--- src/rtl/alu_issue_ctrl.sv ---
// alu_issue_ctrl: issue/capture stage wrapped around the 32-bit ALU.
// It accepts one op per valid/ready handshake, holds the operands steady on
// the ALU for EXEC_CYCLES cycles so the ripple adder can settle, then captures
// the result, ZERO flag and tag into an output register offered downstream.
// Optional build macro ALU_ISSUE_STATS_EN adds op_count, a wrapping counter
// of completed output handshakes.
module alu_issue_ctrl #(
   parameter int EXEC_CYCLES = 2,   // settle cycles, legal 1..15
   parameter int TAG_W       = 4
) (
   input  logic             clk,
   input  logic             rst_n,
   input  logic             in_valid,
   output logic             in_ready,
   input  logic [31:0]      in_a,
   input  logic [31:0]      in_b,
   input  logic [2:0]       in_op,
   input  logic [TAG_W-1:0] in_tag,
   output logic [31:0]      alu_a,
   output logic [31:0]      alu_b,
   output logic [2:0]       alu_op,
   input  logic [31:0]      alu_result,
   input  logic             alu_zero,
   output logic             out_valid,
   input  logic             out_ready,
   output logic [31:0]      out_result,
   output logic             out_zero,
   output logic [TAG_W-1:0] out_tag
`ifdef ALU_ISSUE_STATS_EN
   ,
   output logic [31:0]      op_count
`endif
);

   typedef enum logic [1:0] {IDLE, EXEC, DONE} state_t;

   // Countdown starts at EXEC_CYCLES-1 so capture lands exactly EXEC_CYCLES
   // edges after the accept edge.
   localparam logic [3:0] CNT_LOAD = 4'(EXEC_CYCLES - 1);

   state_t             state_reg;
   logic [3:0]         cnt_reg;
   logic [31:0]        alu_a_reg;
   logic [31:0]        alu_b_reg;
   logic [2:0]         alu_op_reg;
   logic [TAG_W-1:0]   tag_reg;
   logic               out_valid_reg;
   logic [31:0]        out_result_reg;
   logic               out_zero_reg;
   logic [TAG_W-1:0]   out_tag_reg;
   logic               accept;

   // Ready is a pure state decode; held low while reset is asserted.
   always_comb begin
      in_ready = rst_n && ((state_reg == IDLE) || ((state_reg == DONE) && out_ready));
      accept   = in_valid && in_ready;
   end

   assign alu_a      = alu_a_reg;
   assign alu_b      = alu_b_reg;
   assign alu_op     = alu_op_reg;
   assign out_valid  = out_valid_reg;
   assign out_result = out_result_reg;
   assign out_zero   = out_zero_reg;
   assign out_tag    = out_tag_reg;

   // Control FSM with registered ALU operands and registered output stage.
   always_ff @(posedge clk or negedge rst_n) begin
      if (!rst_n) begin
         state_reg      <= IDLE;
         cnt_reg        <= '0;
         alu_a_reg      <= '0;
         alu_b_reg      <= '0;
         alu_op_reg     <= '0;
         tag_reg        <= '0;
         out_valid_reg  <= 1'b0;
         out_result_reg <= '0;
         out_zero_reg   <= 1'b0;
         out_tag_reg    <= '0;
      end else begin
         case (state_reg)
            IDLE: ;
            EXEC: begin
               if (cnt_reg != 4'd0) begin
                  cnt_reg <= cnt_reg - 4'd1;
               end else begin
                  out_result_reg <= alu_result;
                  out_zero_reg   <= alu_zero;
                  out_tag_reg    <= tag_reg;
                  out_valid_reg  <= 1'b1;
                  state_reg      <= DONE;
               end
            end
            DONE: begin
               if (out_ready) begin
                  out_valid_reg <= 1'b0;
                  state_reg     <= IDLE;
               end
            end
            default: state_reg <= IDLE;
         endcase
         // An accept (from IDLE, or from DONE overlapping the output
         // handshake) overrides the next state chosen above.
         if (accept) begin
            alu_a_reg  <= in_a;
            alu_b_reg  <= in_b;
            alu_op_reg <= in_op;
            tag_reg    <= in_tag;
            cnt_reg    <= CNT_LOAD;
            state_reg  <= EXEC;
         end
      end
   end

`ifdef ALU_ISSUE_STATS_EN
   logic [31:0] op_count_reg;
   assign op_count = op_count_reg;

   // Counts completed output handshakes; wraps naturally at 2^32.
   always_ff @(posedge clk or negedge rst_n) begin
      if (!rst_n) begin
         op_count_reg <= '0;
      end else if (out_valid_reg && out_ready) begin
         op_count_reg <= op_count_reg + 32'd1;
      end
   end
`endif

endmodule

--- config.mk ---
export PLATFORM = sky130hd
export DESIGN_NAME = alu_issue_ctrl
export DESIGN_NICKNAME = d
export VERILOG_FILES = /design/src/rtl/alu_issue_ctrl.sv
export SDC_FILE = /design/constraint.sdc
export NUM_CORES = 1
export LEC_CHECK = 0
export CAP_MARGIN = 25
export CORE_ASPECT_RATIO = 1.75
export CORE_UTILIZATION = 37
export DETAILED_ROUTE_END_ITERATION = 16
export PLACE_DENSITY = 0.77
export SYNTH_ARGS = -nofsm -noshare
export SYNTH_HDL_FRONTEND = slang
export SYNTH_SLANG_ARGS = --single-unit
--- constraint.sdc ---
create_clock -name clk -period 1.67 [get_ports clk]
set_input_delay 0.501 -clock clk [delete_from_list [all_inputs] [get_ports clk]]
set_output_delay 0.501 -clock clk [all_outputs]
set_load 0.01 [all_outputs]
* Word-level counts from Yosys, hierarchy flattened
Cells that the tools add are included.
** Storage, ports and cells
- Memories kept :: 0
- Bits in latches :: 0
- Logic and storage cells :: 42
- Bits of input ports :: 108
- Memory bits (read-only) :: 0
- Bits in writable memories :: 0
- Register bits after elaboration :: 115
** Cells by class
- $lt $le $gt $ge :: 0
- Eq/ne operators :: 7
- Reduce and logical (&&, ||, !) cells :: 13
- Bitwise gates (word level) :: 1
- Multipliers :: 0
- Divide/modulo/power cells :: 0
- Add/sub/neg operators :: 1
- Shifts and indexed selects :: 0
- Multiplexer cells :: 10
** Operator list (count)
- $mux 4 :: 3
- $mux 2 :: 3
- $ne 2x2->1 const B :: 3
- $ne 3x3->1 const B :: 2
- $pmux 2 s3 :: 1
- $reduce_and 3->1 :: 2
- $reduce_bool 2->1 :: 3
- $reduce_and 2->1 :: 2
- $reduce_bool 4->1 :: 1
- $sub 4x1->4 const B :: 1
- $logic_and 1x1->1 :: 3
- $eq 2x1->1 const B :: 1
- $eq 2x2->1 const B :: 1
- $logic_not 2->1 :: 1
- $mux 1 :: 2
- $pmux 1 s2 :: 1
- $logic_or 1x1->1 :: 1
- $not 1->1 :: 1

* Depth between registers and ports, before layout
Gate-level depths: netlist of the first run.
- Word-level depth :: 7
- Mapped depth :: 7

* Worst setup path before layout of the first run
No wires, ideal clock.
- Path kind :: register -> register
- From :: register cnt_reg[0]
- To :: register out_result_reg[12], in the netlist out_result[12]
- Clock period less this slack :: 1687 ps
- Buffers on the path :: 2
- Data arrival time :: 1562 ps
- Stages on the path, launching flop included :: 8
- Path slack :: -17 ps
- Setup time :: 125 ps
- Cells stage by stage :: dfrtp_1 inv_1 ha_1 nor3b_4 nand3b_1 buf_6 buf_6 mux2_4
** On the way
- Cells in the longest elaborated chain, start to end :: 3
** RTL lines
- from (decl) :: RTL line 42 : logic [3:0] cnt_reg;
- from (signal assigned) :: RTL line 85 : cnt_reg <= cnt_reg - 4'd1;
- $reduce_bool 4->1 :: RTL line 84 : if (cnt_reg != 4'd0) begin
- $not 1->1 (no source line)
- $reduce_and 2->1 (no source line)
- to (signal assigned) :: RTL line 87 : out_result_reg <= alu_result;
- to (decl) :: RTL line 48 : logic [31:0] out_result_reg;
Every way passes these cells.
A chain may end at the register's enable or synchronous reset.

* Worst setup path after layout of the first run
- From :: register state_reg[1]
- To :: output port in_ready
** On the way
- Cells in the longest elaborated chain, start to end :: 4
** RTL lines
- from (decl) :: RTL line 41 : state_t state_reg;
- from (signal assigned) :: RTL line 70 : state_reg <= IDLE;
- from (signal assigned) :: RTL line 91 : state_reg <= DONE;
- from (signal assigned) :: RTL line 97 : state_reg <= IDLE;
- $eq 2x2->1 :: RTL line 55 : in_ready = rst_n && ((state_reg == IDLE) || ((state_reg == DONE) && out_ready));
- $logic_and 1x1->1 :: RTL line 55
- $logic_or 1x1->1 * :: RTL line 55
- $logic_and 1x1->1 * :: RTL line 55
- to (decl) :: RTL line 14 : output logic in_ready,
Mark *: on every way between the ends. The rest lies on a longest branch, timed or not.

==> results of run 1 <==
## per-layer routing
layer / up-vias / part of all wire [%] / global-route usage, %
met5: - / 0 / 0
met1: 1561 / 33 / 18.5
met2: 141 / 56 / 33.0
li1: 1439 / - / -
met3: 36 / 6.3 / 5.08
met4: 0 / 5.1 / 11.4
## layout make-up
cell class	instances	area, µm²
Clock buffer	19	433
Clock inverter	13	184
Fill cell	915	4200
Inverter	3	11.3
Multi-Input combinational cell	139	1520
Sequential cell	115	2880
Tap cell	135	169
Timing Repair Buffer	232	2250
## what timing repair did
item / 4_1_cts / 5_1_grt
pin swaps: 1 / 1
resized for setup: 117 / 3
setup endpoints to repair: 214 / 52
gates cloned: 0 / 3
buffers inserted: 0 / 2
## power by group through the flow
stage / logic (mW) / clock network, mW / registers, mW
floorplan: 2.17 / 0 / 5.58
global placement: 6.17 / 0 / 4.90
detailed placement: 6.32 / 0 / 5.02
CTS: 5.47 / 3.82 / 4.94
global route: 5.91 / 3.96 / 5.10
finish: 5.53 / 3.74 / 4.91
## through the flow
| stage | power [mW] | instance area [µm²] | TNS, ps | utilization, % |
|---|---|---|---|---|
| after global placement | 11.1 | 6820 | -59350 | 58.6 |
| final | 14.2 | 7440 | 0 | 63.9 |
| after CTS | 14.2 | 7330 | -151 | 62.9 |
| after global routing | 15.0 | 7440 | -1580 | 63.9 |
| after floorplan | 7.75 | 4490 | -298 | - |
| after detailed placement | 11.3 | 6820 | -64700 | 58.6 |
## how the worst max path moves through the flow
| stage | from | slack, ps | depth (start not counted) | end |
|---|---|---|---|---|
| final | state_reg[1] | 3 | 3 | in_ready |
| after CTS | state_reg[1] | -30 | 3 | in_ready |
| after global placement | out_ready | -700 | 4 | in_ready |
| after floorplan | cnt_reg[0] | -20 | 7 | out_result[12] |
| after detailed placement | out_ready | -700 | 4 | in_ready |
| after global routing | cnt_reg[1] | -70 | 7 | out_result[23] |
## placed cells by master, fill, tap and decap left out, types with 2 or more instances in the layout
| cell type | n |
|---|---|
| o21ai_0 | 6 |
| clkinv_2 | 3 |
| clkbuf_1 | 2 |
| dfrtp_1 | 115 |
| clkinv_4 | 2 |
| bufinv_16 | 4 |
| clkdlybuf4s50_1 | 105 |
| mux2_2 | 88 |
| clkinvlp_4 | 3 |
| clkbuf_16 | 19 |
| buf_12 | 3 |
| buf_4 | 11 |
| nand2_1 | 3 |
| nand3b_1 | 2 |
| inv_2 | 2 |
| mux2_4 | 20 |
| a21oi_1 | 4 |
| dlygate4sd2_1 | 105 |
| or3_1 | 4 |
| buf_6 | 4 |
## kinds of logic (layout without fill, tap and decap cells)
group           count (synthesis)  in the layout  synth area share (%)
simple gates                   19             19                  2.96
buf+inv                        15            267                  2.35
flops                         115            115                  64.3
mux                           108            108                  28.8
fa+ha+maj                       2              2                 0.559
compound gates                 10             10                  1.12
==> impl_metrics.tcl, run 1 <==
set metrics [dict create \
    status "complete, no violations" \
    final_nets 618 \
    worst-path-buf-inv 1 \
    worst_r2r_path_depth 7 \
    htree_levels 4 \
    synth_edf_count 0 \
    antenna_cells 0 \
    cts.path.max_buffers 2 \
    cts_tree "built" \
    async_reset_ff_share_pct 100 \
    p_per_area_nw_per_um2 1900 \
    firstDrtPassIters 4 \
    slowest_delay_ps 410 \
    final_antenna_net_count 0 \
    hold_violations 0 \
    cp-end-kind "output pin" \
    wl_per_cell_um 17.5 \
    rr_startpoint "cnt_reg[0]" \
    syn2layout_area_growth_pct 66.2 \
    grt_pass1_wl_um 17500 \
    yosys_warnings 0 \
    grt-ovfl-total 0 \
    yosysTopAreaCell "dfrtp_1" \
    hold_ws_ps 120 \
    worstMarginPinSlew_ps 435 \
    synth_cell_types 22 \
    swShare_pct 29.7 \
    drt_iter0_drc 49 \
    grt.total_usage_pct 18.4 \
    crit_chain "nand2b_4 > and3b_1 > buf_6" \
    setup_violations 0 \
    timing.final.ws_setup_ps 3.20 \
    netlist_area_um2 4480 \
    numClockSinks 115 \
    core_area_um2 11600 \
    place.gp.congestion 0.755 \
    max-cap-violations 0 \
    postSynthCellCount 269 \
    syn_avg_cell_area_um2 16.6 \
    clock_latency_ps 390 \
    vias 3177 \
    fin_skew_ps 8.84 \
    required_ps 1170 \
    worstSetupStartpointType "flop" \
    grt_max_degree 83 \
    leakagePower_nw 3.39 \
    synth.most_common_cell "dfrtp_1" \
    io_buffers 213 \
    ys.flop_type "dfrtp_1" \
    hp-class "in2async" \
    crit_slowest_cell "dfrtp_1" \
    switchingPower_mw 4.21 \
    cp_max_fo 2 \
    timing.fmax_mhz 600 \
    synth_nets 379 \
    die_h_um 148 \
    start_util_pct 38.5 \
    period_share_pct 99.8 \
    ys_seq_area_share_pct 64.3 \
    r2r_end "out_result[21]" \
    drive_gt1_share_pct 31.7 \
    fin_crit_ps 1670 \
    synth_area_leaders "dfrtp_1 (64%), mux2_2 (22%), mux2_4 (6.4%)" \
    instances_no_fill 656 \
    drc_errors 0 \
    cpLargestDelayFamily "flip-flops" \
    reg2reg_slack_ps 20 \
    arrival_ps 1170 \
    comb_power_share_pct 39.0 \
    dieArea_um2 12600 \
    grt_setup_unrepaired "true" \
    yosysTopAreaCellShare_pct 64.3 \
    drv_slew 0 \
    fp-row-count 52 \
    sequentialPowerShare_pct 34.7 \
    drt-vias-per-instance 4.84 \
    num_io_pins 214 \
    dieWidth_um 85.2 \
    dp_cells 618 \
    path_class "reg2out" \
    ys_top_cells_by_count "dfrtp_1 (115), mux2_2 (89), mux2_4 (19)" \
    clockPowerShare_pct 26.4 \
    pre_cts_ws_ps -695 \
    grt_pass1_vias 3380 \
    hold_buffers 0 \
    cts_inserted_buffers 17 \
    synth-seq-cells 115 \
    antenna_found_initial 0 \
    internal-power_mw 9.97 \
    dp_hpwl_um 8310 \
    slew_headroom_pct 71.0 \
    clkTransAtPathRegs_ps 50 \
    root_buffer "clkbuf_16" \
    wl_um 11500 \
    peakVddDrop_uv 982 \
]
Note: power is estimated with default switching activity, not from simulation.
==> run 2, diff against run 1 <==
- REMOVE_ABC_BUFFERS: unset -> 1
==> run 2 against run 1 <==
Effect of this change:
- the flow now finishes with violations (setup timing)
- highest routed layer unchanged
- critical path type is now reg2reg
- die area stayed put
- wire length up 15%
- clock power grew 3%
- global-route usage increased by 3.0 points
- maximum frequency fell by 4.2%
- worst hold slack better by 190 ps
==> impl_metrics.tcl, run 2 (synthesis gave the netlist of run 1 again) <==
set metrics [dict create \
    status "finished, violations left" \
    violations "setup timing" \
    path_class "reg2reg" \
    peakVddDrop_uv 1050 \
    pre_cts_ws_ps -670 \
    p_per_area_nw_per_um2 1940 \
    comb_power_share_pct 40.7 \
    grt.total_usage_pct 21.3 \
    internal-power_mw 10.4 \
    leakagePower_nw 3.55 \
    crit_chain "inv_2 > ha_4 > nor3b_4 > nand3b_1 > buf_6 > buf_6 > buf_8 > mux2_4" \
    cp-end-kind "flop" \
    swShare_pct 30.2 \
    cts_inserted_buffers 17 \
    fin_crit_ps 1740 \
    fp-row-count 52 \
    start_util_pct 38.5 \
    dieArea_um2 12600 \
    drt_iter0_drc 99 \
    clock_latency_ps 400 \
    final_antenna_net_count 0 \
    sequentialPowerShare_pct 33.3 \
    fin_skew_ps 7.78 \
    grt_pass1_wl_um 19900 \
    timing.final.ws_setup_ps -69.6 \
    wl_um 13200 \
    firstDrtPassIters 3 \
    drv_slew 0 \
    dieWidth_um 85.2 \
    final_cell_mix "dfrtp_1 (115), clkdlybuf4s50_1 (105), dlygate4sd2_1 (105), mux2_2 (66), mux2_4 (42)" \
    slew_headroom_pct 38.8 \
    drc_errors 0 \
    worstMarginPinSlew_ps 918 \
    antenna_cells 0 \
    slowest_delay_ps 390 \
    grt_setup_unrepaired "true" \
    htree_levels 4 \
    crit_slowest_cell "dfrtp_1" \
    core_area_um2 11600 \
    worstSetupStartpointType "flop" \
    antenna_found_initial 0 \
    required_ps 1950 \
    ff_latch_area_um2 2880 \
    switchingPower_mw 4.49 \
    final_nets 628 \
    cts_tree "built" \
    die_h_um 148 \
    period_share_pct 104 \
    grt-ovfl-total 0 \
    timing.fmax_mhz 575 \
    cts.path.max_buffers 2 \
    grt_max_degree 74 \
    numClockSinks 115 \
    hp-class "in2async" \
    arrival_ps 2020 \
    io_buffers 213 \
    setup_violations 45 \
    hold_ws_ps 308 \
    wl_per_cell_um 19.9 \
    num_io_pins 214 \
    root_buffer "clkbuf_16" \
    grt_pass1_vias 3708 \
    cpMostUsedCell "buf_6" \
    cp_max_fo 5 \
    drive_gt1_share_pct 33.3 \
    layout_commonest_cell "dfrtp_1" \
    drt-vias-per-instance 4.92 \
    multiInputGateArea_um2 1610 \
    dp_hpwl_um 8470 \
    clockPowerShare_pct 26.0 \
    vias 3277 \
    place.gp.congestion 0.756 \
    hold_violations 0 \
    clkTransAtPathRegs_ps 60 \
    syn2layout_area_growth_pct 71.4 \
    fillers 868 \
    max-cap-violations 0 \
]
==> run 2: cell count changes in the layout (fill, tap and decap cells not counted), sizes merged <==
cell / before / now
clkinv: 5 / 6
buf: 19 / 29
clkinvlp: 3 / 2
==> run 2: path summary, 6_finish.rpt <==
check                           depth (start not counted)  slack (ps)        from             end
min in group clk                                        1         500   alu_op[2]       alu_op[2]
worst max-delay path                                    8         -70  cnt_reg[1]   out_result[8]
max in group asynchronous                               2         710       rst_n      tag_reg[0]
worst min-delay path                                    3         310       rst_n  out_result[29]
worst min register to register                          1         500   alu_op[2]       alu_op[2]
worst max register to register                          8         -70  cnt_reg[1]   out_result[8]
==> run 2: worst max-delay path: cells and delay by family (launching register included) <==
| kind | cells | cell delay (ps) |
|---|---|---|
| buf+inv | 4 | 500 |
| flops | 1 | 390 |
| simple gates | 2 | 310 |
| fa+ha+maj | 1 | 130 |
| mux | 1 | 290 |
==> run 2: what timing repair did <==
action / 4_1_cts / 5_1_grt
resized for setup: 126 / 32
setup buffers: 7 / 5
hold buffers: 0 / 0
setup endpoints to repair: 214 / 66
cloned: 6 / 3
pin swaps: 0 / 4
==> run 2: layout make-up <==
class,instances,area share [%]
tap,135,2.20
inverter,3,0.147
timing repair buffer,242,31.0
multi-input combinational,139,20.9
clock buffer,19,5.90
clock inverter,13,2.36
sequential,115,37.5
==> run 2: power by group through the flow <==
stage	registers, mW	logic (mW)	clock network, mW
2_1_floorplan	5.57	2.14	0
3_3_place_gp	4.92	6.20	0
3_5_place_dp	5.00	6.33	0
4_1_cts	4.92	5.93	3.93
5_1_grt	5.13	6.43	4.09
6_report	4.96	6.05	3.86
==> run 2: through the flow <==
step / instances / area, µm² / power [mW] / TNS (ps) / util (%)
final: 666 / 7670 / 14.9 / -1050 / 65.9
after global routing: 666 / 7670 / 15.7 / -3530 / 65.9
after CTS: 663 / 7580 / 14.8 / -4480 / 65.1
after detailed placement: 618 / 6810 / 11.3 / -47130 / 58.4
after global placement: 618 / 6810 / 11.1 / -45540 / 58.4
after floorplan: 257 / 4380 / 7.71 / -138760 / -
==> run 2: layer usage <==
layer  track usage (%)  part of all wire [%]  up-vias
li1                  -                     -     1461
met1              21.1                    35     1633
met2              38.9                    56      133
met3              5.30                   4.6       50
met4              13.8                   5.0        0
met5                 0                     0        -
==> run 3, diff against run 2 <==
- GPL_ROUTABILITY_DRIVEN: unset -> 0
==> results of run 3 <==
No change in the layout: final DEF, timing and power equal those of run 2.
